===== config.mk =====
export PLATFORM = sky130hd
export DESIGN_NAME = fibonacci_seq
export DESIGN_NICKNAME = d
export VERILOG_FILES = /design/src/rtl/fibonacci_seq.sv
export SDC_FILE = /design/constraint.sdc
export NUM_CORES = 1
export LEC_CHECK = 0
export CAP_MARGIN = 20
export CORE_ASPECT_RATIO = 1.2
export CORE_MARGIN = 1
export CORE_UTILIZATION = 57
export DETAILED_ROUTE_END_ITERATION = 7
export GPL_TIMING_DRIVEN = 0
export PLACE_DENSITY = 0.78
export SYNTH_ARGS = -nofsm -noshare
export SYNTH_HDL_FRONTEND = slang
export SYNTH_SLANG_ARGS = --single-unit
export TNS_END_PERCENT = 50

===== constraint.sdc =====
create_clock -name clk -period 7.3 [get_ports clk]
set_input_delay 1.095 -clock clk [delete_from_list [all_inputs] [get_ports clk]]
set_output_delay 1.095 -clock clk [all_outputs]
set_load 0.05 [all_outputs]

===== src/rtl/fibonacci_seq.sv =====
// Iterative Fibonacci/Lucas engine: one addition per cycle, exact overflow tracking.
// Optional saturation on overflow is enabled by defining FIBONACCI_SEQ_SAT_EN.
module fibonacci_seq #(
  parameter int DATA_W = 32,
  parameter int N_W    = 8
) (
  input  logic              clk,
  input  logic              rst,
  input  logic              in_valid,
  input  logic [N_W-1:0]    in_data,
  input  logic              in_mode,
  output logic              in_ready,
  output logic              out_valid,
  output logic [DATA_W-1:0] out_data,
  output logic              out_ovf,
  input  logic              out_ready
);

  typedef enum logic [1:0] {
    IDLE = 2'd0,
    CALC = 2'd1,
    OUT  = 2'd2
  } state_t;

  localparam logic [DATA_W-1:0] SEED_FIB   = '0;
  localparam logic [DATA_W-1:0] SEED_LUCAS = DATA_W'(2);
  localparam logic [DATA_W-1:0] SEED_ONE   = DATA_W'(1);

  state_t            state;
  logic [DATA_W-1:0] a;
  logic [DATA_W-1:0] b;
  logic [N_W-1:0]    cnt;
  logic              ovf_a;
  logic              ovf_b;

  logic [DATA_W:0]   sum;
  logic              carry;
  logic [DATA_W-1:0] b_next;

  assign sum   = {1'b0, a} + {1'b0, b};
  assign carry = sum[DATA_W];

  // Once b has overflowed it stays pinned at all-ones so the result saturates.
`ifdef FIBONACCI_SEQ_SAT_EN
  assign b_next = (carry | ovf_a | ovf_b) ? '1 : sum[DATA_W-1:0];
`else
  assign b_next = sum[DATA_W-1:0];
`endif

  always_ff @(posedge clk or negedge rst) begin
    if (!rst) begin
      state     <= IDLE;
      a         <= '0;
      b         <= '0;
      cnt       <= '0;
      ovf_a     <= 1'b0;
      ovf_b     <= 1'b0;
      in_ready  <= 1'b0;
      out_valid <= 1'b0;
      out_data  <= '0;
      out_ovf   <= 1'b0;
    end else begin
      case (state)
        IDLE: begin
          in_ready <= 1'b1;
          if (in_valid && in_ready) begin
            a        <= in_mode ? SEED_LUCAS : SEED_FIB;
            b        <= SEED_ONE;
            cnt      <= in_data;
            ovf_a    <= 1'b0;
            ovf_b    <= 1'b0;
            in_ready <= 1'b0;
            state    <= CALC;
          end
        end
        CALC: begin
          if (cnt != '0) begin
            a     <= b;
            b     <= b_next;
            ovf_a <= ovf_b;
            ovf_b <= ovf_a | ovf_b | carry;
            cnt   <= cnt - 1'b1;
          end else begin
            out_valid <= 1'b1;
            out_data  <= a;
            out_ovf   <= ovf_a;
            state     <= OUT;
          end
        end
        OUT: begin
          if (out_ready) begin
            out_valid <= 1'b0;
            in_ready  <= 1'b1;
            state     <= IDLE;
          end
        end
        default: begin
          state     <= IDLE;
          out_valid <= 1'b0;
          in_ready  <= 1'b0;
        end
      endcase
    end
  end

endmodule


* Yosys cells after proc, flatten, opt, wreduce, memory -nomap -nowiden
Index checks and enable logic that the tools add are counted.
** Storage, ports and cells
- Register bits after elaboration :: 111
- Latch bits :: 0
- Memory bits (writable) :: 0
- ROM bits :: 0
- Input bits :: 13
- Output and inout bits :: 35
- Word-level logic and storage cells :: 57
- Memories :: 0
** Operators by class
- $add $sub $neg :: 2
- Multipliers :: 0
- Divide/modulo/power cells :: 0
- $lt $le $gt $ge :: 0
- Eq/ne operators :: 6
- Shifts and indexed selects :: 0
- Muxes and demuxes :: 25
- Bitwise logic cells :: 5
- Reduce and logical (&&, ||, !) cells :: 9
** Operator list (count)
- 32-bit two-way mux :: 4
- 32-bit one-hot mux with 2 select lines :: 2
- 32-bit by 32-bit adder with 33-bit output :: 1
- 8-bit two-way mux :: 2
- 8-bit one-hot mux with 2 select lines :: 1
- 3-bit AND reduction :: 3
- 2-bit two-way mux :: 4
- 2-bit inequality test, second input constant :: 4
- 8-bit nonzero test :: 1
- 8-bit by 1-bit subtractor with 8-bit output, second input constant :: 1
- 1-bit two-way mux :: 7
- 1-bit one-hot mux with 3 select lines :: 2
- 2-bit one-hot mux with 3 select lines :: 1
- 1-bit one-hot mux with 2 select lines :: 2
- 2-bit AND reduction :: 2
- 1-bit NOT :: 3
- 2-bit by 1-bit equality test with 1-bit output, second input constant :: 1
- 2-bit equality test, second input constant :: 1
- 2-bit logical NOT :: 1
- 1-bit bitwise OR :: 2
- 2-bit nonzero test :: 1
- 1-bit logical AND :: 1

* Logic depth before layout (Yosys ltp)
- Depth after elaboration :: 4
- Gate-level depth with buffers :: 10
- Depth with buffers taken out :: 10

* Least setup slack after synthesis
Ideal clock, no wire load.
- Kind :: register to register
- Start :: reg a[9]
- End :: reg b[18]
- Library setup time :: 122 ps
- Arrival :: 2291 ps
- Required time :: 7178 ps
- Path slack :: 4888 ps
- Cell stages (with the launch flop) :: 9
- Path buffers :: 0
- Clock period less this slack :: 2412 ps
- Cell sequence :: dfrtp_1 ha_1 a21o_1 a221o_1 a21oi_4 o211a_4 a311oi_1 or3_1 a32o_1
** On the way
- Word-level cells in the longest chain between the ends :: 3
** Ends and longest elaborated chain
- start: declaration :: line 30 : logic [DATA_W-1:0] a;
- start signal: assignment :: line 67 : a <= in_mode ? SEED_LUCAS : SEED_FIB;
- 32-bit by 32-bit adder with 33-bit output :: line 40 : assign sum = {1'b0, a} + {1'b0, b};
- 32-bit two-way mux :: line 77 : if (cnt != '0) begin
- 32-bit one-hot mux with 2 select lines :: line 63 : case (state)
- end signal: assignment :: line 79 : b <= b_next;
- end: declaration :: line 31 : logic [DATA_W-1:0] b;
No other way between the ends. The select of a mux whose other input is x is not followed.
A chain may end at the register's enable or synchronous reset.

* Worst setup path in the final report
- Start :: reg a[0]
- End :: reg b[28]
Same word-level chain as after synthesis.

==> results.cfg <==
[routing]
viasPerCell = 6.07
num_vias = 4890
ant_nets = 0
routedWlPerCell_um = 17.6
route.detailed.drc = 0
routed_wl_um = 14100
firstDrtPassIters = 5
drt_iter0_markers = 242

[place]
place.gp.congestion = 0.922
io_buffers = 47
dp_hpwl_um = 10500

[worst_hold_path]
hold_start = out_data[0]$_DFFE_PN0P_
hold_depth = 1
min_path_type = reg2reg
hold_end = out_data[0]$_DFFE_PN0P_

[synth]
syn_avg_cell_area_um2 = 9.78
synth_area_leaders = dfrtp_1, ha_1, mux2_2
synth_cell_types = 53
synth_nets = 663
synth_edf_count = 0
syn-instance-count = 615
synth-seq-area-share_pct = 46.2
yosys.area.top_type = dfrtp_1
synth.most_common_cell = dfrtp_1
async_flop_share_pct = 100
synth_top_flop_cell = dfrtp_1
yosysWarnings = 0
synth_common_cells = dfrtp_1, nand2_1, o21ai_0, a21oi_1, ha_1
ys_seq_elements = 111
synth_top_cell_area_share_pct = 46.2
syn_area_um2 = 6010

[worst_setup_path]
reg2regPathDepth = 10
r2r_slack_ns = 4.45
crit_chain = ha_1, inv_1, fa_1, nor2b_1, o211ai_1, a21o_1, a21oi_1, a21oi_1, and4_1, or3_1
r2r_start = a[0]$_DFFE_PN0P_
end_kind = register
max_stage_delay_ns = 0.38
cp_common_cell = a21oi_1
critPathLaunch = a[0]$_DFFE_PN0P_
startpoint_type = register
critPathArrivalTime_ns = 3.09
critical_path_peak_fanout = 4
worstSetupPathType = reg2reg
r2r-end = b[28]$_DFFE_PN0P_
cp_data_required_time_ns = 7.54
cp_slowest_cell = dfrtp_1

[global_route]
antenna_found_initial = 0
overflow = 0
track_usage_pct = 27.6
grt_pass1_vias = 4775
grt_max_degree = 59
grt_pass1_wl_um = 23100

[clock_tree]
htreeDepth = 3
ctsHoldBuffers = 0
post_cts_buffers = 0
insertion_delay_ns = 0.35
cts_root_buf = clkbuf_16
cts_buffers = 9
cts_resized = 0
cts_sinks = 111
clkTransAtPathRegs_ns = 0.07
cts_max_path_buffers = 2
cts_tree = done

[die]
fp-row-count = 40
coreArea_um2 = 10200
io_pins = 48
start_util_pct = 59.2
dieArea_um2 = 11000
die_w_um = 95.8
die_y_um = 115

[sta]
worstMarginPinSlew_ns = 0.941
slew_headroom_pct = 37.0
period_share_pct = 39.0
setup_violations = 0
max_freq_mhz = 351
finClkSkew_ns = 0.00661
tns_ns = 0
period_needed_ns = 2.85
hold_violations = 0
grt_setup_unrepaired = false
slew_viol_final = 0

[run]
drv_cap = 0

[cells_and_area]
drive_above_1_share_pct = 9.28
antenna_cells = 0
area_growth_pct = 15.8
fin_nets = 722
fillers = 813

[outcome]
status = finished, final reports clean
==> cell type report <==
class	instances	area, um^2	share of cell area [%]
clock inverters	4	28.8	0.413
repair buffers	48	495	7.12
clock buffers	12	267	3.83
inverters	13	48.8	0.701
multi-input cells	460	3060	44.0
plain buffers	31	126	1.82
well taps	126	158	2.26
flip-flops and latches	111	2780	39.9
==> critical path: cells and delay by family, from the launching register on <==
kind / cells / cell delay, ns
AO/OA/AOI/OAI: 4 / 0.83
adder cells (fa/ha/maj): 2 / 0.63
buffers and inverters: 1 / 0.07
flip-flops: 1 / 0.38
AND/OR/NAND/NOR: 3 / 0.82
==> cell usage in the layout (no fill, tap or decap), types with 4 or more instances in the layout <==
master	n
dfrtp_1	111
nand2_1	92
o21ai_0	52
clkdlybuf4s50_1	46
a21oi_1	44
ha_1	34
mux2_2	33
nand3_1	25
nor2_1	24
clkbuf_1	22
a22o_1	19
xor2_1	16
inv_1	13
a21o_1	10
a31oi_1	9
clkbuf_16	9
buf_2	8
nand2b_1	7
nor2b_1	7
or3_1	7
nor3_1	7
o21a_1	6
nand4_1	6
xnor2_1	6
and3_1	4
o211ai_1	4
o31ai_1	4
==> per-layer routing <==
layer | vias to the layer above | part of all wire [%] | GRT usage [%]
li1 | 2357 | - | -
met1 | 2369 | 44 | 35.4
met2 | 131 | 49 | 46.5
met3 | 33 | 4.0 | 4.18
met4 | 0 | 2.9 | 10.8
met5 | - | 0 | 0
==> stage by stage <==
stage          instances  utilization [%]  hold WS [ns]  instance area, um^2  setup WS, ns
6_report             805             68.5         0.502                 6960          4.45
5_1_grt              805             68.5         0.515                 6960          4.25
4_1_cts              805             68.5         0.509                 6960          4.46
3_5_place_dp         789             65.6         0.493                 6670          4.29
3_3_place_gp         788             65.4         0.485                 6640          1.03
2_1_floorplan        615                -         0.458                 6010          4.89
==> worst max-delay path by stage <==
stage	endpoint	slack [ns]	cells after the start
4_1_cts	b[28]$_DFFE_PN0P_	4.46	10
3_5_place_dp	a[18]$_DFFE_PN0P_	4.29	8
5_1_grt	b[18]$_DFFE_PN0P_	4.25	10
6_report	b[28]$_DFFE_PN0P_	4.45	10
3_3_place_gp	b[23]$_DFFE_PN0P_	1.03	1
2_1_floorplan	b[18]$_DFFE_PN0P_	4.89	8
==> sequential cells by signal, summed over array words and instances (netlist names) <==
name	flops
in_ready	1
out_data	32
a	32
ovf_b	1
ovf_a	1
out_valid	1
b	32
state	2
cnt	8
out_ovf	1
==> cells by family after synthesis <==
kind of cell    share of synthesized area [%]
buf+inv                                  2.91
fa+ha+maj                                7.41
flops                                    46.2
compound gates                           19.7
simple gates                             14.3
xor+xnor                                 3.20
mux                                      6.35
Power is left out: the tool's default activity adds up to more than one toggle a clock period on the data nets, which glitch-free logic cannot reach.
